==> config.mk <==
export PLATFORM = sky130hd
export DESIGN_NAME = frac_block_feeder
export DESIGN_NICKNAME = d
export VERILOG_FILES = /design/src/rtl/frac_block_feeder.sv
export SDC_FILE = /design/constraint.sdc
export NUM_CORES = 1
export LEC_CHECK = 0
export ABC_AREA = 1
export CORE_MARGIN = 8
export CORE_UTILIZATION = 25
export DETAILED_ROUTE_END_ITERATION = 8
export GPL_TIMING_DRIVEN = 0
export PLACE_DENSITY_LB_ADDON = 0.3
export REMOVE_ABC_BUFFERS = 1
export SKIP_CTS_REPAIR_TIMING = 1
export SKIP_LAST_GASP = 1
export SLEW_MARGIN = 10
export SYNTH_ARGS = -nofsm -noshare
export SYNTH_HDL_FRONTEND = slang
export SYNTH_SLANG_ARGS = --single-unit
==> constraint.sdc <==
create_clock -name clk -period 5.1 [get_ports clk]
set_clock_uncertainty 0.1 [all_clocks]
set_input_delay 1.02 -clock clk [delete_from_list [all_inputs] [get_ports clk]]
set_output_delay 1.02 -clock clk [all_outputs]
set_load 0.02 [all_outputs]
==> src/rtl/frac_block_feeder.sv <==
// frac_block_feeder
//   Transmit side of the fractional-MV search row interface. Buffers one 8x8
//   filter block and one 8x8 reference block, streams them as 8 contiguous
//   row pairs, then samples the returned fractional MV after RESULT_LAT cycles.
//
//   Optional feature macro: FEEDER_STALL_EN (adds the 'stall' input).
//
// Ports
//   clk, reset            clock (rising edge), async active-low reset
//   wr_en/wr_sel/wr_row/wr_data   row write port (IDLE only); sel 0=filter, 1=ref
//   start                 request to stream the buffered pair
//   stall                 (FEEDER_STALL_EN only) pause streaming while high
//   filter_pix, ref_pix   row pair, valid while input_ready=1
//   input_ready           row pair valid
//   mv_in_x, mv_in_y      returned fractional MV
//   mvx, mvy, done        latched MV and its one-cycle update pulse
//   busy, loaded          not idle / all 16 rows written since last stream
//   start_err             one-cycle pulse when a start is rejected
module frac_block_feeder #(
    parameter int unsigned ROWS       = 8,
    parameter int unsigned PIX_W      = 64,
    parameter int unsigned RESULT_LAT = 1
) (
    input  logic             clk,
    input  logic             reset,
    input  logic             wr_en,
    input  logic             wr_sel,
    input  logic [2:0]       wr_row,
    input  logic [PIX_W-1:0] wr_data,
    input  logic             start,
`ifdef FEEDER_STALL_EN
    input  logic             stall,
`endif
    output logic [PIX_W-1:0] filter_pix,
    output logic [PIX_W-1:0] ref_pix,
    output logic             input_ready,
    input  logic [2:0]       mv_in_x,
    input  logic [2:0]       mv_in_y,
    output logic [2:0]       mvx,
    output logic [2:0]       mvy,
    output logic             done,
    output logic             busy,
    output logic             loaded,
    output logic             start_err
);

    localparam int unsigned ROW_W  = 3;
    localparam int unsigned MASK_W = 16;
    localparam int unsigned WAIT_W = 4;
    localparam logic [ROW_W-1:0]  LAST_ROW = ROW_W'(ROWS - 1);
    localparam logic [WAIT_W-1:0] WAIT_INIT = WAIT_W'(RESULT_LAT);

    typedef enum logic [1:0] {
        ST_IDLE = 2'd0,
        ST_SEND = 2'd1,
        ST_WAIT = 2'd2
    } state_t;

    state_t              state_q, state_d;
    logic [MASK_W-1:0]   mask_q, mask_d;
    logic [ROW_W-1:0]    row_q, row_d;
    logic [WAIT_W-1:0]   wait_q, wait_d;
    logic                ir_q, ir_d;
    logic [PIX_W-1:0]    fpix_q, fpix_d;
    logic [PIX_W-1:0]    rpix_q, rpix_d;
    logic [2:0]          mvx_q, mvx_d;
    logic [2:0]          mvy_q, mvy_d;
    logic                done_q, done_d;
    logic                busy_q, busy_d;
    logic                loaded_q, loaded_d;
    logic                serr_q, serr_d;

    logic [PIX_W-1:0]    filt_mem_q [ROWS];
    logic [PIX_W-1:0]    ref_mem_q  [ROWS];

    logic                wr_ok_c;
    logic                stall_c;

    assign wr_ok_c = wr_en && (state_q == ST_IDLE);

`ifdef FEEDER_STALL_EN
    assign stall_c = stall;
`else
    assign stall_c = 1'b0;
`endif

    // Row buffers: written in IDLE only, intentionally not reset
    always_ff @(posedge clk) begin
        if (wr_ok_c) begin
            if (wr_sel) begin
                ref_mem_q[wr_row] <= wr_data;
            end else begin
                filt_mem_q[wr_row] <= wr_data;
            end
        end
    end

    // Next-state and registered-output logic
    always_comb begin
        state_d  = state_q;
        mask_d   = mask_q;
        row_d    = row_q;
        wait_d   = wait_q;
        ir_d     = 1'b0;
        fpix_d   = '0;
        rpix_d   = '0;
        mvx_d    = mvx_q;
        mvy_d    = mvy_q;
        done_d   = 1'b0;
        serr_d   = 1'b0;

        case (state_q)
            ST_IDLE: begin
                if (wr_ok_c) begin
                    mask_d[{wr_sel, wr_row}] = 1'b1;
                end
                // start is judged against the mask before any same-cycle write
                if (start) begin
                    if (&mask_q) begin
                        state_d = ST_SEND;
                        row_d   = '0;
                        ir_d    = 1'b1;
                        fpix_d  = filt_mem_q[0];
                        rpix_d  = ref_mem_q[0];
                    end else begin
                        serr_d  = 1'b1;
                    end
                end
            end

            ST_SEND: begin
                if (stall_c) begin
                    // row_q was already presented; hold buses until resumed
                    fpix_d = fpix_q;
                    rpix_d = rpix_q;
                end else if (row_q == LAST_ROW) begin
                    state_d = ST_WAIT;
                    row_d   = '0;
                    mask_d  = '0;
                    wait_d  = WAIT_INIT;
                end else begin
                    row_d  = row_q + ROW_W'(1);
                    ir_d   = 1'b1;
                    fpix_d = filt_mem_q[row_d];
                    rpix_d = ref_mem_q[row_d];
                end
            end

            ST_WAIT: begin
                // <= 1 also covers an out-of-range RESULT_LAT of 0
                if (wait_q <= WAIT_W'(1)) begin
                    mvx_d   = mv_in_x;
                    mvy_d   = mv_in_y;
                    done_d  = 1'b1;
                    wait_d  = '0;
                    state_d = ST_IDLE;
                end else begin
                    wait_d  = wait_q - WAIT_W'(1);
                end
            end

            default: begin
                state_d = ST_IDLE;
            end
        endcase

        busy_d   = (state_d != ST_IDLE);
        loaded_d = &mask_d;
    end

    // State and output registers
    always_ff @(posedge clk or negedge reset) begin
        if (!reset) begin
            state_q  <= ST_IDLE;
            mask_q   <= '0;
            row_q    <= '0;
            wait_q   <= '0;
            ir_q     <= 1'b0;
            fpix_q   <= '0;
            rpix_q   <= '0;
            mvx_q    <= '0;
            mvy_q    <= '0;
            done_q   <= 1'b0;
            busy_q   <= 1'b0;
            loaded_q <= 1'b0;
            serr_q   <= 1'b0;
        end else begin
            state_q  <= state_d;
            mask_q   <= mask_d;
            row_q    <= row_d;
            wait_q   <= wait_d;
            ir_q     <= ir_d;
            fpix_q   <= fpix_d;
            rpix_q   <= rpix_d;
            mvx_q    <= mvx_d;
            mvy_q    <= mvy_d;
            done_q   <= done_d;
            busy_q   <= busy_d;
            loaded_q <= loaded_d;
            serr_q   <= serr_d;
        end
    end

    assign filter_pix  = fpix_q;
    assign ref_pix     = rpix_q;
    assign input_ready = ir_q;
    assign mvx         = mvx_q;
    assign mvy         = mvy_q;
    assign done        = done_q;
    assign busy        = busy_q;
    assign loaded      = loaded_q;
    assign start_err   = serr_q;

endmodule

After elaboration in Yosys (flattened, before gate mapping) --
Memories as Yosys holds them, arrays and structs flattened. Index checks and enable logic that the tools add are counted. W data, S select, Z words.
Word-level totals: register bits 164, bits in writable memories 1024, word-level logic and storage cells 78, memories kept 2
Cells by class: add/subtract/negate cells 2, order comparisons 3, eq/ne operators 6, multiplexer cells 40, bitwise logic cells 1, reduce and logical (&&, ||, !) cells 11
Memory list:
- filt_mem_q | depth 8, width 64, rd ports 2, clocked after Yosys merged registers in 0, wr ports 1, RTL line 73 | logic [PIX_W-1:0] filt_mem_q [ROWS];
- ref_mem_q | depth 8, width 64, rd ports 2, clocked after Yosys merged registers in 0, wr ports 1, RTL line 74 | logic [PIX_W-1:0] ref_mem_q [ROWS];
Operators by type and width (count):
- $mux W64 | 6
- $pmux W64 S2 | 2
- $mux W16 | 2
- $pmux W16 S2 | 1
- $reduce_and A16 Y1 | 2
- $or A16 B16 Y16 | 1
- $mux W1 | 15
- $mux W3 | 3
- $mux W2 | 4
- $mux W4 | 2
- $pmux W4 S2 | 1
- $pmux W2 S3 | 1
- $pmux W3 S2 | 1
- $reduce_bool A2 Y1 | 3
- $lt A4 B5 Y1 const B | 1
- $demux W1 S4 | 1
- $ge A4 B1 Y1 const B | 1
- $le A4 B1 Y1 const B | 1
- $ne A2 B2 Y1 const B | 2
- $reduce_and A2 Y1 | 2
- $sub A4 B1 Y4 const B | 1
- $add A3 B1 Y3 const B | 1
- $eq A3 B3 Y1 const B | 1
- $reduce_and A3 Y1 | 1
- 6 further kinds | 7

Longest topological paths before layout --
Gate-level depths: netlist of run 1.
depth in word-level cells 8, depth in mapped cells 10, mapped depth without buffers 9

Worst setup path before layout of run 1 --
No wires, ideal clock.
kind input -> register, from in wr_sel, to mem filt_mem_q[0][0] (enable), library setup time 487 ps, data arrival time 4100 ps, data required time 4513 ps, slack 414 ps, cell stages on the path 4, path buffers 1, path through inv_1 > nand3_1 > clkbuf_1 > nor2_1
Between the ends: cells in the longest elaborated chain, start to end 3
RTL lines:
- start, declared | RTL line 27 | input logic wr_sel,
- $mux W1 | RTL line 90 | if (wr_sel) begin
- $mux W1 | RTL line 89 | if (wr_ok_c) begin
- $mux W1 (implied by the code) | RTL line 93 | filt_mem_q[wr_row] <= wr_data;
- end, declared | RTL line 73
No other way between the ends.

Worst setup path after layout of run 1 --
from reg row_q[0], to reg fpix_q[56], in the netlist filter_pix[56]
Between the ends: cells in the longest elaborated chain, start to end 4, elaborated cells between the ends (all ways) 5, those cells by class add/sub (1); eq/ne (1); mux (2); memory (1)
RTL lines:
- start, declared | RTL line 61 | logic [ROW_W-1:0] row_q, row_d;
- start signal, assigned | RTL line 190 | row_q <= row_d;
- $add A3 B1 Y3 | RTL line 142 | row_d = row_q + ROW_W'(1);
- $mem_v2 Z8 W64
- $mux W64 * | RTL line 136 | end else if (row_q == LAST_ROW) begin
- $pmux W64 S2 * | RTL line 112 | case (state_q)
- named net fpix_d[56] | RTL line 64 | logic [PIX_W-1:0] fpix_q, fpix_d;
- end signal, assigned | RTL line 193 | fpix_q <= fpix_d;
- end, declared | RTL line 64
The timed path passes the listed nets; every way through them passes the cells marked *. A chain may end at the register's enable or synchronous reset.

==> summary.md, run 1 <==
The area fraction of the dominant cell type after synthesis is 67.6%, and the number of buffers added on ports is 216. For the number of global-route vias before repair, the log shows 26500. The critical path launch point type is a flip-flop. After layout, the worst path uses 74.7% of the clock period. The tools report the detailed-route via count as 27300. The launch point of the worst reg-to-reg path is row_q[0].

For the post-synthesis instance area, the log shows 45500 um^2. The path class of the tightest hold or removal check is in2async. Half-perimeter wire length after placement: 75500 um.

Once the floorplan was initialized, standard cells occupied 25.2% of the core. The die covers 196000 um^2. Counting the fill cells in the layout gives 17800. In this run the core area contains 156 standard-cell rows.

For this design the static power due to leakage is 18.7 nW. The count of pins on the block boundary is 217, and the number of maximum-capacitance violations is 0. Data on the critical path is required at its endpoint by 5.66 ns. For this run, design rule violations remaining after detail routing come to 0.

The horizontal die dimension was 443 um. Dividing the synthesized area by the synthesized cell count gives 13.4 um^2. The cell count after synthesis came out at 3391.

The most common cell type on the critical path was sky130_fd_sc_hd__buf_16. For this block, the routed nets add up to 123000 um of wire. At the pin with the least slew margin, the transition time is 1.13 ns.

The H-tree was split into 4 levels. In this run the deepest clock path goes through 3 buffers. The run gives 5850 as the number of instances in the placed design. TritonCTS built the clock tree. Counting cells, the worst reg-to-reg path comes to 10. The layout overhead on the synthesized area works out to 23.8%.

The cell type group with the largest total delay on the critical path was buffers and inverters. By area the synthesized netlist is led by sky130_fd_sc_hd__edfxtp_1, sky130_fd_sc_hd__dfrtp_1, sky130_fd_sc_hd__o21ai_0. The logs give 1.29 ns for the setup slack of the most critical reg-to-reg path and 3699 for the number of nets at the end of the flow. The clock period could shrink to 3.81 ns. Clock latency on the worst-skew pair, taken at its later pin, is 0.77 ns. Synthesis inferred 1188 register bits. Dominant combinational cell family by area after synthesis: compound AO/OA/AOI/OAI gates. TritonCTS created 135 clock buffers. Most common library cell in the layout ignoring fill and taps: sky130_fd_sc_hd__edfxtp_1. Based on the critical path, the design can be clocked at up to 263 MHz. The tightest hold path in the finished design has a slack of 0.0547 ns. The tree built by TritonCTS fans out to 1188 sinks.

The flow ran to the end, and the final reports show no timing, DRC or antenna violations. The logs give 25 for the number of unique standard cell types used by synthesis and 4.36 ns for the critical path data arrival time. Setup repair after global routing left no endpoint under its margin. The largest fanout of any net on the critical path came out at 75. The post-detailed-route via-to-cell ratio works out to 4.47. The detail route stage leaves a number of antenna-violating nets equal to 0. The clock root buffer was sky130_fd_sc_hd__clkbuf_16. For this design the ratio of total power to cell area is 442 nW/um^2. Sequential cells were found to cover 76.6% of the synthesized design area. The logs give 12.2% for the total global-route track usage and 6103 for the final instance count without filler cells.

Tightest slew margin relative to the limit: 24.6%. The pre-antenna-repair detailed-routing pass consisted of 7 iterations. After detailed routing, the average wire length per cell comes to 20.1 um. The simple-gate share of the synthesized area came out at 6.79%. In the layout the commonest cells are sky130_fd_sc_hd__edfxtp_1, sky130_fd_sc_hd__nor2_1, sky130_fd_sc_hd__o21ai_0. The worst-case IR drop observed on VDD is 0.000285 V.

Summed over all instances, the cell type with the most area after synthesis is sky130_fd_sc_hd__edfxtp_1. For this run, the number of Yosys warnings is 0. The fraction of synthesized cell area in xor and xnor cells was 0.0192%; the core region area was 181000 um^2. The critical path contains buffers and inverters numbering 5 combined. Walking the worst path, the cells encountered are buf_16, ha_4, buf_16, buf_16, buf_16, buf_16, o21ai_0, o211ai_1, nand3_1, o21ai_1. After global routing the overflow that remains totals 0. The height of the die was 443 um.

The run gives 0 as the number of hold violations in the final report. The congestion estimate from routability-driven global placement came to 0.697. The tools report the number of slew-limit violations in the final report as 0. The reg-to-reg endpoint is filter_pix[56].

The post-route netlist has 8.34% of its cells at a drive strength greater than 1. For the largest net degree at the start of global routing, the log shows 132. The critical path is of the reg2reg type.

The portion of synthesized area spent on multiplexers is 0%. Adder and majority cell fraction of the synthesized area: 0.110%. The tools report the type of destination of the critical path as a flip-flop.

Cell type of the slowest stage on the worst timing path: sky130_fd_sc_hd__ha_4. The first global-routing pass estimated 182000 um of wire. The synthesized-area fraction occupied by ao, oa, aoi and oai cells was 12.9%; the clock-pin transition on the worst setup and hold timing paths was 0.06 ns. The first routing iteration left 2121 violations.

In this design, the stage delay of the slowest critical-path cell is 0.70 ns. The tools report the final count of negative-setup-slack endpoints as 0. Number of antenna violations at the first check in global routing: 6.
==> cell usage after synthesis (all sizes together) <==
cell / count
nor2: 549
nand2: 74
a21oi: 131
inv: 151
o211ai: 256
nand3b: 1
edfxtp: 1024
o32ai: 2
o21bai: 2
a31oi: 1
o21ai: 654
buf: 77
ha: 4
dfrtp: 164
nand3: 142
nor3: 2
clkbuf: 153
nand4: 3
xnor2: 1
==> logic make-up after synthesis <==
group	after synthesis
AO/OA/AOI/OAI	1046
adder cells (fa/ha/maj)	4
flip-flops	1188
AND/OR/NAND/NOR	771
buffers and inverters	381
XOR/XNOR	1
==> per-stage QoR <==
step | total power [mW] | TNS [ns] | util [%] | instance area (um^2) | setup WS (ns)
floorplan | 14.3 | -1996.10 | - | 44500 | -14.32
global placement | 14.6 | - | 27.4 | 49600 | -42.42
detailed placement | 15.7 | 0 | 28.8 | 52000 | 0.824
CTS | 25.3 | 0 | 31.2 | 56300 | 1.19
global route | 26.2 | 0 | 31.2 | 56300 | 1.03
finish | 24.9 | 0 | 31.2 | 56300 | 1.29
==> report_power, final <==
part	switching [mW]	total [mW]	leakage (nW)	internal (mW)
clock	4.05	9.42	2.09	5.36
sequential	0.110	10.9	11.5	10.8
combinational	2.95	4.55	5.13	1.60
total	7.11	24.9	18.7	17.8
==> final cells by class <==
type / count / area (um^2) / share of cell area, %
Tap cell: 2370 / 2970 / 5.26
Timing Repair Buffer: 319 / 4390 / 7.79
Antenna cell: 3 / 7.51 / 0.0133
Clock inverter: 53 / 598 / 1.06
Sequential cell: 1188 / 34900 / 61.9
Multi-Input combinational cell: 1822 / 9190 / 16.3
Clock buffer: 197 / 3750 / 6.66
Inverter: 151 / 582 / 1.03
==> registers in the layout, summed over array words and instances (netlist names), 2 cells and up <==
| register | flops |
|---|---|
| filt_mem_q | 512 |
| ref_mem_q | 512 |
| filter_pix | 64 |
| ref_pix | 64 |
| mask_q | 16 |
| wait_q | 4 |
| mvx | 3 |
| mvy | 3 |
| row_q | 3 |
| state_q | 2 |
==> worst max-delay path by stage <==
stage,start,endpoint,cells after the start
2_1_floorplan,row_q[0],ref_pix[35],5
3_3_place_gp,row_q[0],ref_pix[42],5
3_5_place_dp,wr_sel,filt_mem_q[7][27],6
4_1_cts,row_q[0],filter_pix[56],10
5_1_grt,row_q[0],filter_pix[56],10
6_report,row_q[0],filter_pix[56],10
==> per-layer routing <==
metal	vias up	GRT usage [%]	part of all wire [%]	wire length (um)
met5	-	0	0	0
met4	0	3.48	2.2	2660
met3	175	2.49	4.6	5630
met2	586	19.3	46	56500
met1	13600	16.9	47	58000
li1	12900	-	-	-
Note: power is estimated with default switching activity, not from simulation.
==> inputs of run 2 (changes only) <==
clock period = 3.1 ns   (was 5.1 ns; I/O delays follow)
==> summary.md, run 2 (synthesized netlist as in run 1, its figures left out) <==
Setup violations remaining at the end of the flow were counted as 0. The detail route stage leaves a number of antenna-violating nets equal to 0. Max-cap violations in this run came to 0. The total overflow left after global routing is 0.

Number of global-route vias before repair: 26500. The critical path goes through buf_16, ha_4, buf_16, buf_16, buf_16, buf_16, o21ai_0, o211ai_1, nand3_1, o21ai_1. Setup repair after global routing could not meet its margin everywhere. Counting both buffers and inverters, the worst setup path holds a total of 5.

Sequential cells account for 43.3% of the total power. The final clock period utilization by the worst path is 95.3%, and the post-detailed-route via-to-cell ratio is 4.48. The logs give 25.2% for the initial core utilization and 0.697 for the placer congestion estimate. Along the worst path, the maximum fanout reaches 55. For the worst setup path, the data arrival time is 3.51 ns. For this block, the initial DRC count from the detailed router was 2137. The number of hold violations in the final report is 0, and the switching power share of the total is 28.8%. Across all hold checks on the routed design, the worst slack comes to 0.263 ns. The global-route wire length before repair is 182000 um. The layer with the highest usage after global routing is met2. The first-pass iteration count of the detailed router was 5; the post-route DRC violation count was 0.

Counting stages on the worst path, the most repeated cell is sky130_fd_sc_hd__buf_16. The clock-pin transition on the worst setup and hold timing paths is 0.06 ns, and the wire length per cell is 20.5 um. After floorplanning, the core was divided into 156 placement rows. For this block, the routed nets add up to 126000 um of wire.

The number of slew-limit violations in the final report is 0, and the layout overhead on the synthesized area is 24.8%. The peak per-stage delay on the critical path is 0.52 ns. The tools report the CTS H-tree depth as 4. Measured along the y axis, the die boundary spans 443 um. Of the total power, the clock network draws 37.4%.

The number of antenna violations at the first check in global routing was 6; the static leakage was 18.9 nW. The tools report the clock root buffer as sky130_fd_sc_hd__clkbuf_16. Entering global routing, the biggest net connects 132 pins.

STA puts the critical path data required time at 3.66 ns. The TritonCTS buffer count is 135, and the number of buffers added on ports is 216. After layout, the minimum clock period comes to 2.96 ns. For the pin with the worst max-slew slack, the measured transition is 0.992 ns.

Internal power comes to 29.5 mW. The run gives 19.3% as the met2 track demand over resource. The largest individual stage delay along the critical path comes from the cell sky130_fd_sc_hd__dfrtp_4.

The clock reaches the later pin of the worst-skew pair after 0.78 ns. Leaving out fill and tap cells, the most frequent cells in the layout are sky130_fd_sc_hd__edfxtp_1, sky130_fd_sc_hd__nor2_1, sky130_fd_sc_hd__o21ai_0. The share of total power dissipated in combinational logic is 19.3%. Static timing analysis puts the maximum clock frequency at 338 MHz. The run finished with clean final reports.

The largest registers in the layout are filt_mem_q x512, ref_mem_q x512. The share of cells above drive strength 1 is 9.24%, and the power per cell area is 730 nW/um^2. TritonCTS built the clock tree.

The tools report the core region area as 181000 um^2. STA classifies the critical path endpoint as a flip-flop. For the total global-route track usage, the log shows 12.2%. Critical path launch point type: a flip-flop.

The detailed router placed 27500 vias in this run. Switching power summed over all nets: 12.0 mW. The horizontal die dimension is 443 um, and the final core utilization is 31.4%. The tools report the maximum vdd drop as 0.000472 V. Category of the most critical setup path: reg2reg. The run gives 0 ns as the total negative setup slack. The cell type group with the largest total delay on the critical path was buffers and inverters.

The path class of the tightest hold or removal check is in2async. In this run the tightest slew margin relative to its limit is 33.7%. The most common library cell in the layout ignoring fill and taps is sky130_fd_sc_hd__edfxtp_1. The die covers 196000 um^2. The logs give 217 for the count of pins on the block boundary and 3736 for the number of nets at the end of the flow. The run gives 16.9% as the global routing usage on met1. The logs give 1188 for the clock sink total and 2.49% for the met3 track demand over resource.

The tools report the half-perimeter wire length after placement as 75500 um. The clock passes through at most 3 buffers.
## run 2: changes by cell type in the layout (fill, tap and decap cells not counted)
cell | before | now
sky130_fd_sc_hd__nand3_1 | 142 | 141
sky130_fd_sc_hd__nand3_2 | 0 | 1
sky130_fd_sc_hd__buf_12 | 56 | 60
sky130_fd_sc_hd__clkbuf_16 | 137 | 143
sky130_fd_sc_hd__dlygate4sd3_1 | 0 | 1
sky130_fd_sc_hd__buf_6 | 12 | 14
sky130_fd_sc_hd__buf_4 | 0 | 23
sky130_fd_sc_hd__buf_8 | 1 | 2
## run 2: per-stage QoR
stage          cells  worst slack (ns)  area, um^2  total power [mW]
2_1_floorplan   3161            -16.32       44500              21.9
4_1_cts         6100            -0.812       56300              41.6
5_1_grt         6138           -0.0254       56800              43.5
3_3_place_gp    5747            -44.42       49600              22.5
3_5_place_dp    5850            -0.776       52000              25.9
6_report        6140             0.144       56800              41.5
## run 2: power groups by stage
stage                     Combinational (mW)  Clock, mW  Sequential [mW]
after floorplan                         3.14          0             18.7
after global placement                  3.90          0             18.6
after detailed placement                7.55          0             18.3
after CTS                               7.58       16.0             18.0
after global routing                    8.93       16.6             18.0
final                                   7.99       15.5             18.0
## run 2: final cells by class
class	instances	area, um^2
sequential	1188	34900
fill	17800	124000
clock buffer	197	3750
multi-input combinational	1822	9190
tap	2370	2970
inverter	151	582
antenna	3	7.51
clock inverter	53	598
timing repair buffer	356	4840
## run 2: worst paths after layout
check,slack [ns],to,start,cells after the start
max reg2reg,0.14,filter_pix[56],row_q[0],10
max,0.14,filter_pix[56],row_q[0],10
min reg2reg,0.38,mvy[0],mvy[0],2
min in group clk,0.29,mvx[1],mv_in_x[1],3
max in group asynchronous,1.50,ref_pix[58],reset,4
min,0.26,ref_pix[4],reset,2
## run 2: routing by layer
layer	wire [um]	part of all wire [%]	up-vias
met5	0	0	-
met4	2640	2.1	0
met3	5500	4.4	172
met2	58400	46	574
met1	59300	47	13700
li1	-	-	13000
## run 2: worst register-to-register path: stages, from the launching register on
cell and delay (ns):
sky130_fd_sc_hd__dfrtp_4 0.52, sky130_fd_sc_hd__buf_16 0.20, sky130_fd_sc_hd__ha_4 0.40, sky130_fd_sc_hd__buf_16 0.22
sky130_fd_sc_hd__buf_16 0.28, sky130_fd_sc_hd__buf_16 0.25, sky130_fd_sc_hd__buf_16 0.27, sky130_fd_sc_hd__o21ai_0 0.15
sky130_fd_sc_hd__o211ai_1 0.18, sky130_fd_sc_hd__nand3_1 0.11, sky130_fd_sc_hd__o21ai_1 0.16
==> inputs of run 3 (changes only) <==
CORE_UTILIZATION = 54   (was 25)
==> summary.md, run 3 (synthesized netlist as in run 1, its figures left out) <==
Later-pin clock latency in the skew report: 0.67 ns. The internal power of the cells totals 28.5 mW. Setup repair after global routing could not meet its margin everywhere.

Timing would allow up to 323 MHz. The number of hold violations in the final report is 0. TritonCTS built the clock tree. The count of nets left with antenna violations once routing finished came out at 0. Number of slew-limit violations in the final report: 0. The number of buffers added on ports was 216; the worst-case setup margin in the final layout was 0.00746 ns.

The run gives 65.3% as the final core utilization. The type of destination of the critical path was a flip-flop. Across all hold checks on the routed design, the worst slack comes to 0.336 ns. Of the total power, the share spent switching nets is 27.9%. The share of cells above drive strength 1 is 9.06%, and the final count of negative-setup-slack endpoints is 0. The run gives 18.7 nW as the static leakage.

Using the TritonRoute via totals, the vias-per-cell ratio works out to 5.96. The share of total power dissipated in the clock network is 34.8%. Leaving out fill and tap cells, the most frequent cell in the layout is sky130_fd_sc_hd__edfxtp_1.

For the global-route wire length before repair, the log shows 163000 um. The half-perimeter wire length after placement is 62600 um. The min-delay analysis places its worst path in the category in2async. Per report_power, the sequential group accounts for 45.4% of the total.

Leaving out filler cells and counting taps, the final layout contains 4816. The design draws 39.5 mW. The number of antenna violations at the first check in global routing was 10. The number of global-route vias before repair was 27000.

The region available for standard cell placement spans 83600 um^2. The switching power summed over all nets was 11.0 mW. Category of the most critical setup path: reg2reg.

Final clock period utilization by the worst path: 99.8%. CTS placed an instance of sky130_fd_sc_hd__clkbuf_16 at the clock tree root. The post-route DRC violation count came out at 0.

In the layout the commonest cells are sky130_fd_sc_hd__edfxtp_1, sky130_fd_sc_hd__nor2_1, sky130_fd_sc_hd__o21ai_0. The maximum vdd drop is 0.000496 V. The combinational group share of total power was 19.8%. STA puts the critical path data arrival time at 3.52 ns. Headroom to the max-slew limit came out at 25.6%. The number of maximum-capacitance violations was 0; the clock sink total was 1188. The largest fanout of any net on the critical path was 48; the layout overhead on the synthesized area was 19.9%.

The wire length per cell was 23.7 um; the number of nets at the end of the flow was 3713. The run finished with clean final reports. The number of DRC markers after the initial detailed-route iteration is 3612. The logs give 0 for the total congestion overflow and 114 for the TritonCTS buffer count.

The logs give 54.5% for the initial core utilization and 217 for the count of pins on the block boundary. The largest registers in the layout are filt_mem_q x512, ref_mem_q x512. The initialized floorplan defines 106 standard-cell rows. Power spread over the standard cell area amounts to 724 nW/um^2.

The clock tree synthesis step divided the H-tree into 3 levels. Entering global routing, the biggest net connects 132 pins. The tools report the first-pass iteration count of the detailed router as 6. OpenSTA, run right after detailed placement, puts the worst setup slack at -1.18 ns. Detailed routing inserted a total of 28700 vias. The number of placed instances, taps included, is 4549. In this run the deepest clock path goes through 3 buffers. The clock-pin transition on the worst setup and hold timing paths was 0.06 ns; the horizontal die dimension was 306 um.

For this run, the total global-route usage over all layers was measured as 22.5%. The placer congestion estimate was 0.778; the die area was 93800 um^2. The height of the die was 306 um; the total length of routed wires was 114000 um. The critical path launch point type is a flip-flop.

For the finished layout, the period the worst path requires is 3.09 ns. For the worst path required time, the log shows 3.52 ns. For the pin with the worst max-slew slack, the measured transition is 1.11 ns.
run 3: final timing paths:
| check | startpoint | end | slack [ns] | cells past startpoint |
|---|---|---|---|---|
| min reg2reg | mvy[1] | mvy[1] | 0.38 | 2 |
| min in group clk | mvy[1] | mvy[1] | 0.38 | 2 |
| min | reset | ref_pix[22] | 0.34 | 2 |
| max in group asynchronous | reset | ref_pix[54] | 1.52 | 4 |
| max reg2reg | row_q[0] | filter_pix[58] | 0.007 | 11 |
| max | row_q[0] | filter_pix[58] | 0.007 | 11 |
run 3: metal layers:
metal | track usage, % | up-vias | routed length [um]
li1 | - | 12900 | -
met1 | 32.1 | 14200 | 47200
met2 | 35.6 | 1344 | 53800
met3 | 3.94 | 243 | 10100
met4 | 6.58 | 10 | 3010
met5 | 0 | - | 60
run 3: power by group through the flow:
stage / clock network [mW] / registers, mW / logic, mW
after global routing: 14.5 / 18.0 / 8.58
final: 13.7 / 18.0 / 7.81
after detailed placement: 0 / 18.3 / 7.22
after floorplan: 0 / 18.7 / 3.14
after CTS: 13.9 / 18.0 / 7.30
after global placement: 0 / 18.6 / 3.87
run 3: worst max-delay path: stages (launching register included):
cell	delay, ns
sky130_fd_sc_hd__dfrtp_4	0.51
sky130_fd_sc_hd__buf_12	0.20
sky130_fd_sc_hd__buf_16	0.21
sky130_fd_sc_hd__ha_4	0.20
sky130_fd_sc_hd__ha_4	0.30
sky130_fd_sc_hd__buf_16	0.24
sky130_fd_sc_hd__buf_16	0.23
sky130_fd_sc_hd__clkinv_16	0.17
sky130_fd_sc_hd__buf_16	0.24
sky130_fd_sc_hd__o211ai_1	0.13
sky130_fd_sc_hd__nand3_1	0.09
sky130_fd_sc_hd__o21ai_1	0.22
run 3: area by class of cell:
cell class / instances / area (um^2)
sequential: 1188 / 34900
fill: 5652 / 29000
multi-input combinational: 1822 / 9200
timing repair buffer: 353 / 4770
clock buffer: 162 / 3290
tap: 1080 / 1350
inverter: 151 / 601
clock inverter: 54 / 478
antenna: 5 / 12.5
timing repair inverter: 1 / 11.3
run 3: through the flow:
stage	setup TNS (ns)	cell area (um^2)
floorplan	-3487.66	44500
global placement	-	48000
detailed placement	-513.35	50100
CTS	-147.87	53900
global route	-0.347	54600
finish	0	54600
